**src/rtl/uart_tx_fifo.sv**
```systemverilog
// UART transmitter with a small transmit FIFO; bits are timed by a clock-enable baud counter.
// Define UART_TX_FIFO_PARITY_EN to add a parity bit after the data bits.
module uart_tx_fifo #(
  parameter int CLK_HZ     = 100_000_000,
  parameter int BAUD       = 9600,
  parameter int N          = 8,
  parameter int STOP_BITS  = 1,
  parameter int DEPTH      = 4,
  parameter int PARITY_ODD = 0
) (
  input  logic                   clk,
  input  logic                   rst,
  input  logic [N-1:0]           din,
  input  logic                   din_valid,
  output logic                   din_ready,
  output logic                   tx,
  output logic                   busy,
  output logic                   done,
  output logic [$clog2(DEPTH):0] level
);
  localparam int DIV = CLK_HZ / BAUD;
  localparam int CW  = $clog2(DIV);
  localparam int AW  = $clog2(DEPTH);
  localparam int LW  = AW + 1;
  localparam int BW  = $clog2(N);

  typedef enum logic [2:0] {
    S_IDLE,
    S_START,
    S_DATA,
`ifdef UART_TX_FIFO_PARITY_EN
    S_PARITY,
`endif
    S_STOP
  } state_t;

  state_t          state, state_next;
  logic [N-1:0]    mem [DEPTH];
  logic [AW-1:0]   wr_ptr, rd_ptr;
  logic [LW-1:0]   level_next;
  logic [CW-1:0]   baud;
  logic [BW-1:0]   bit_idx;
  logic            stop_idx;
  logic [N-1:0]    shreg;
  logic            push, pop, bit_end;
  logic            tx_next, frame_end, frame_end_q;

  // Handshake: a word transfers on a rising edge where din_valid and din_ready are both high;
  // din_ready is a register derived from level only, so it never depends on this cycle's pop.
  assign push    = din_valid && din_ready;
  assign pop     = (state == S_IDLE) && (level != '0);
  assign bit_end = (baud == CW'(DIV - 1));

  always_comb begin
    level_next = level;
    case ({push, pop})
      2'b10:   level_next = level + 1'b1;
      2'b01:   level_next = level - 1'b1;
      default: level_next = level;
    endcase
  end

  // Storage is intentionally left uncleared by reset; the pointers define validity.
  always_ff @(posedge clk) begin
    if (push && !rst) mem[wr_ptr] <= din;
  end

  always_ff @(posedge clk) begin
    if (rst) begin
      wr_ptr    <= '0;
      rd_ptr    <= '0;
      level     <= '0;
      din_ready <= 1'b1;
    end else begin
      if (push) wr_ptr <= wr_ptr + 1'b1;
      if (pop)  rd_ptr <= rd_ptr + 1'b1;
      level     <= level_next;
      din_ready <= (level_next < LW'(DEPTH));
    end
  end

`ifdef UART_TX_FIFO_PARITY_EN
  logic par_bit;

  always_ff @(posedge clk) begin
    if (pop) par_bit <= (^mem[rd_ptr]) ^ (PARITY_ODD != 0);
  end
`else
  logic unused_parity_odd;
  assign unused_parity_odd = (PARITY_ODD != 0);
`endif

  always_comb begin
    state_next = state;
    tx_next    = 1'b1;
    frame_end  = 1'b0;
    case (state)
      S_IDLE: begin
        if (pop) state_next = S_START;
      end
      S_START: begin
        tx_next = 1'b0;
        if (bit_end) state_next = S_DATA;
      end
      S_DATA: begin
        tx_next = shreg[0];
        if (bit_end && bit_idx == BW'(N - 1)) begin
`ifdef UART_TX_FIFO_PARITY_EN
          state_next = S_PARITY;
`else
          state_next = S_STOP;
`endif
        end
      end
`ifdef UART_TX_FIFO_PARITY_EN
      S_PARITY: begin
        tx_next = par_bit;
        if (bit_end) state_next = S_STOP;
      end
`endif
      S_STOP: begin
        tx_next = 1'b1;
        if (bit_end && stop_idx == 1'(STOP_BITS - 1)) begin
          state_next = S_IDLE;
          frame_end  = 1'b1;
        end
      end
      default: state_next = S_IDLE;
    endcase
  end

  // Line outputs are registered from the current state, so tx trails the state by one cycle.
  always_ff @(posedge clk) begin
    if (rst) begin
      state       <= S_IDLE;
      baud        <= '0;
      bit_idx     <= '0;
      stop_idx    <= 1'b0;
      tx          <= 1'b1;
      frame_end_q <= 1'b0;
      done        <= 1'b0;
      busy        <= 1'b0;
    end else begin
      state <= state_next;
      if (state == S_IDLE || state_next != state || bit_end) baud <= '0;
      else baud <= baud + 1'b1;
      if (pop) begin
        shreg    <= mem[rd_ptr];
        bit_idx  <= '0;
        stop_idx <= 1'b0;
      end else if (state == S_DATA && bit_end) begin
        shreg   <= shreg >> 1;
        bit_idx <= bit_idx + 1'b1;
      end else if (state == S_STOP && bit_end) begin
        stop_idx <= stop_idx + 1'b1;
      end
      tx          <= tx_next;
      frame_end_q <= frame_end;
      done        <= frame_end_q;
      busy        <= (state != S_IDLE) || (level != '0);
    end
  end
endmodule
```
**config.mk**
```make
export PLATFORM = sky130hd
export DESIGN_NAME = uart_tx_fifo
export DESIGN_NICKNAME = d
export VERILOG_FILES = /design/src/rtl/uart_tx_fifo.sv
export SDC_FILE = /design/constraint.sdc
export NUM_CORES = 1
export LEC_CHECK = 0
export ABC_AREA = 0
export ABC_CLOCK_PERIOD_IN_PS = 2620
export CORE_MARGIN = 2
export CORE_UTILIZATION = 52
export DETAILED_ROUTE_END_ITERATION = 10
export PLACE_DENSITY = 0.71
export SLEW_MARGIN = 10
export SYNTH_ARGS = -nofsm -noshare
export SYNTH_HDL_FRONTEND = slang
export SYNTH_SLANG_ARGS = --single-unit
```
**constraint.sdc**
```tcl
create_clock -name clk -period 2.62 [get_ports clk]
set_input_delay 0.262 -clock clk [delete_from_list [all_inputs] [get_ports clk]]
set_output_delay 0.262 -clock clk [all_outputs]
set_load 0.03 [all_outputs]
```
== After elaboration in Yosys (flattened, before gate mapping) ==
Memories as Yosys holds them, arrays and structs flattened. A register that Yosys moved wholly into a read port is not among the register bits.
Cells that the tools add are included.
Cells by class
  reduce and logical (&&, ||, !) cells: 20
  $add $sub $neg: 7
  bitwise operators: 4
  magnitude comparators: 1
  equal/unequal tests: 8
  muxes and demuxes: 14
Operators by type and width (count)
  8-bit 2-to-1 mux: 2
  14-bit by 1-bit adder with 14-bit output, second input constant: 1
  14-bit == test, second input constant: 1
  3-bit 2-to-1 mux: 4
  3-bit one-hot mux with 4 select lines: 1
  1-bit logical AND: 7
  3-bit by 1-bit adder with 3-bit output, second input constant: 2
  3-bit by 2-bit == test with 1-bit output, second input constant: 2
  3-bit one-hot mux with 2 select lines: 1
  3-bit nonzero test: 2
  2-bit OR reduction: 3
  2-bit by 1-bit adder with 2-bit output, second input constant: 2
  2-bit 2-to-1 mux: 2
  1-bit NOT: 4
  2-bit AND reduction: 2
  3-bit by 1-bit == test with 1-bit output, second input constant: 1
  3-bit == test, second input constant: 1
  3-bit logical NOT: 1
  1-bit logical OR: 3
  3-bit less-than comparator, second input constant: 1
  1-bit 2-to-1 mux: 3
  3-bit inequality test: 1
  3-bit by 1-bit subtractor with 3-bit output, second input constant: 1
  2-bit by 1-bit == test with 1-bit output, second input constant: 1
  other kinds (5): 5
Word-level totals
  output and inout bits: 7
  bits in registers: 41
  memories: 1
  input bits: 11
  memory bits (writable): 32
  logic and storage cells: 68
Memory list
  mem: depth 4, bits a word 8, read ports 1, clocked after memory_dff 1, wr ports 1, RTL line 38  | logic [N-1:0] mem [DEPTH];

== Depth between registers and ports, before layout ==
  depth in word-level cells: 8
  gate-level depth with buffers: 9
  gate-level depth less buffers: 8

== Worst setup path before layout ==
No wires, ideal clock.
  path type: register to register
  from: register level[1]
  to: register din_ready
  buffers on the path: 1
  library setup time: 0.123 ns
  data arrival time: 2.575 ns
  required time: 2.497 ns
  stages on the path, launching flop included: 10
  period minus slack after synthesis: 2.698 ns
  slack: -0.078 ns
  cells stage by stage: dfxtp_1 or3_2 and2_1 clkbuf_1 ha_1 fa_1 xnor2_1 nor2_1 xnor2_1 or2_2
Between the ends
  word-level cells in the longest chain between the ends: 5
  elaborated cells between the ends (all ways): 8
  classes of those cells: add/sub: 2; order compare: 1; eq/ne: 2; mux: 1; reduce/logical: 2
RTL lines
  start, declared: RTL line 19  | output logic [$clog2(DEPTH):0] level
  start signal, assigned: RTL line 77  | level <= level_next;
  3-bit nonzero test *: RTL line 51  | assign pop = (state == S_IDLE) && (level != '0);
  1-bit logical AND *: RTL line 51
  named net pop: RTL line 45  | logic push, pop, bit_end;
  2-bit by 1-bit == test with 1-bit output or 2-bit == test (tied branches): RTL line 56  | case ({push, pop})
  3-bit one-hot mux with 2 select lines *: RTL line 56
  3-bit less-than comparator *: RTL line 78  | din_ready <= (level_next < LW'(DEPTH));
  end signal, assigned: RTL line 78
  end, declared: RTL line 15  | output logic din_ready,
The timed path passes the listed nets; every way through them passes the cells marked *.
A chain may end at the register's enable or synchronous reset.

== Worst setup path after layout ==
  from: register level[1]
  to: register din_ready
Between the ends
  word-level cells in the longest chain between the ends: 5
  elaborated cells between the ends (all ways): 8
  classes of those cells: add/sub: 2; order compare: 1; eq/ne: 2; mux: 1; reduce/logical: 2
RTL lines (RTL line)
  branches (longest 3 deep; another with 3-bit by 1-bit subtractor with 3-bit output)
  3-bit one-hot mux with 2 select lines *: 56
  3-bit less-than comparator *: 78
Mark *: on every way between the ends.

==> impl_metrics.py <==
metrics = {
    "status": {
        "status": "finished clean",
    },
    "die": {
        "start_util_pct": 54.4,
        "num_rows": 27,
        "die_w_um": 80.3,
        "core-area_um2": 5570,
        "die_area_um2": 6450,
        "num_io_pins": 18,
        "die_height_um": 80.3,
    },
    "synth": {
        "yosysSeqAreaShare_pct": 62.8,
        "syn_nets": 251,
        "postSynthAreaPerCell_um2": 13.1,
        "syn_inst": 231,
        "synth_seq_cells": 75,
        "synth_edf_count": 40,
        "ys_async_sr_fraction_pct": 0,
        "synth_top_area_cell": "edfxtp_1",
        "synth_warnings": 0,
        "netlist_area_um2": 3030,
        "yosysTopAreaCellShare_pct": 39.6,
        "synth_area_leaders": "edfxtp_1, dfxtp_1, mux4_2",
        "synthFlopType": "edfxtp_1",
        "synth.distinct_cells": 40,
    },
    "worst_hold_path": {
        "worstHoldPathType": "reg2reg",
        "hp-start": "frame_end_q",
        "min_to": "done",
        "hold_depth": 1,
    },
    "route": {
        "drt_iter0_drc": 117,
        "wire_per_inst_um": 14.7,
        "vias_per_cell": 5.39,
        "drcViolationCount": 0,
        "dr.pass1.iters": 4,
        "postRouteAntennaNets": 0,
        "wl_mm": 4.92,
        "vias": 1801,
    },
    "grt": {
        "grt_overflow": 0,
        "grt_pass1_wl_mm": 8.20,
        "grt_usage_pct": 17.4,
        "antenna_found_initial": 0,
        "grt_max_degree": 17,
        "grt_pass1_vias": 1701,
    },
    "critical_path": {
        "crit_fanout": 5,
        "crit_arrival_ps": 2610,
        "reg2reg_slack_ps": 240,
        "r2r-end": "din_ready",
        "rr_startpoint": "level[1]",
        "worstSetupPathType": "reg2reg",
        "crit_path_start_kind": "flop",
        "end_kind": "flop",
        "r2r_cells": 8,
        "cp.required_ps": 2850,
    },
    "clocking": {
        "cts-resized-gates": 0,
        "htree_levels": 3,
        "post-cts-setup-buffers": 0,
        "clkTransAtPathRegs_ps": 80,
        "cts_root_buf": "clkbuf_8",
        "hold_buffers": 0,
        "clock_sinks": 75,
        "tritoncts": "yes",
        "numCtsBuffers": 9,
        "worstSkewPairLatency_ps": 340,
        "clk_path_buf_depth": 2,
    },
    "timing": {
        "slew_violations": 0,
        "slew_headroom_pct": 62.4,
        "setup_tns_ps": 0,
        "period_share_pct": 90.9,
        "setup_violations": 0,
        "min_period_ps": 2380,
        "tightest_slew_ps": 564,
        "hold_viol_final": 0,
        "rsz0062_at_grt": "false",
        "max_freq_mhz": 420,
        "clock_skew_ps": 8.11,
    },
    "final_layout": {
        "num-fill-cells": 450,
        "finalNetCount": 277,
        "multiInputGateArea_um2": 1060,
        "final_cell_area_um2": 3490,
        "drive_gt1_share_pct": 16.8,
        "utilization_pct": 62.6,
        "syn_to_final_growth_pct": 15.2,
        "diodes": 0,
        "layout_common_cells": "edfxtp_1, nor2_1, dfxtp_1",
        "regArea_um2": 1900,
        "layout_commonest_cell": "edfxtp_1",
    },
    "pwr": {
        "p_sw_mw": 0.804,
        "p_int_mw": 2.11,
        "p_leak_nw": 1.16,
        "combinationalPowerShare_pct": 20.4,
        "power_density_nw_per_um2": 836,
        "clkPwrFrac_pct": 29.0,
        "power.share.sequential_pct": 50.6,
        "sw_frac_of_total_pct": 27.6,
        "vdd_drop_max_mv": 0.588,
    },
    "placed_design": {
        "hpwlAfterDp_mm": 3.34,
        "gp_congestion": 0.795,
        "placed_area_um2": 3300,
        "port_buffers": 17,
    },
    "job": {
        "cap_violations": 0,
    },
}
[power groups by stage]
stage	sequential, mW	clock [mW]	combinational [mW]
2_1_floorplan	1.50	0	0.415
3_3_place_gp	1.50	0	0.588
3_5_place_dp	1.51	0	0.596
4_1_cts	1.48	0.868	0.606
5_1_grt	1.50	0.914	0.659
6_report	1.48	0.847	0.595
[area by class of cell]
class                      instances  area share (%)
clock inverter                     7            1.97
multi-input combinational        141            30.4
clock buffer                       9            3.55
timing repair buffer              23            6.16
inverter                           7           0.753
tap                               72            2.58
sequential                        75            54.6
[metal layers]
metal | global-route usage [%] | up-vias | part of all wire, %
met5 | 0 | - | 0
met2 | 24.9 | 28 | 45
met4 | 9.15 | 0 | 1.8
met3 | 3.93 | 9 | 3.0
li1 | - | 888 | -
met1 | 24.8 | 876 | 50
[worst max path at each step]
stage / startpoint / to / slack [ps] / cells after the start
after CTS: level[1] / din_ready / 220 / 8
after global routing: level[1] / din_ready / 60 / 8
after global placement: level[1] / din_ready / 280 / 8
after floorplan: level[1] / din_ready / 50 / 9
after detailed placement: level[1] / din_ready / 250 / 8
final: level[1] / din_ready / 240 / 8
[cell usage after synthesis, types with 5 or more instances]
| master | count |
|---|---|
| and2_1 | 5 |
| clkbuf_1 | 5 |
| dfxtp_1 | 35 |
| mux2_2 | 7 |
| nor3_1 | 6 |
| nand4_1 | 6 |
| edfxtp_1 | 40 |
| a21oi_1 | 5 |
| ha_1 | 8 |
| nor2_1 | 33 |
| mux4_2 | 8 |
| xnor2_1 | 15 |
| inv_1 | 7 |
| nand3_1 | 6 |
| nand2_1 | 10 |
[sequential cells by signal, indices dropped and copies added (netlist names), named ones only]
register / flops
baud: 14
bit_idx: 3
busy: 1
din_ready: 1
done: 1
frame_end_q: 1
level: 3
mem: 32
rd_ptr: 2
shreg: 8
state: 3
stop_idx: 1
tx: 1
wr_ptr: 2
[per-stage QoR]
| step | setup WS (ps) | total power, mW | instances | hold WS (ps) |
|---|---|---|---|---|
| final | 238 | 2.92 | 334 | 455 |
| after global routing | 58.3 | 3.07 | 334 | 470 |
| after CTS | 222 | 2.95 | 334 | 457 |
| after detailed placement | 253 | 2.10 | 318 | 445 |
| after global placement | 280 | 2.09 | 318 | 430 |
| after floorplan | 53.1 | 1.92 | 231 | 361 |
[kinds of logic (layout without fill, tap and decap cells)]
| logic type | count (synthesis) | in the layout | synth area share (%) |
|---|---|---|---|
| compound gates | 14 | 14 | 3.01 |
| other cells | 1 | 1 | 0.124 |
| buf+inv | 15 | 46 | 2.19 |
| mux | 16 | 16 | 8.88 |
| fa+ha+maj | 9 | 9 | 3.96 |
| flops | 75 | 75 | 62.8 |
| xor+xnor | 18 | 18 | 5.20 |
| simple gates | 83 | 83 | 13.9 |
[worst max-delay path: stages, from the launching register on]
cell	delay (ps)
dfxtp_2	350
or3_2	510
and2_1	200
ha_1	220
fa_1	380
xnor2_1	150
nor2_1	70
xnor2_1	130
or2_2	270
No activity file was read; power rests on OpenSTA's default activity.
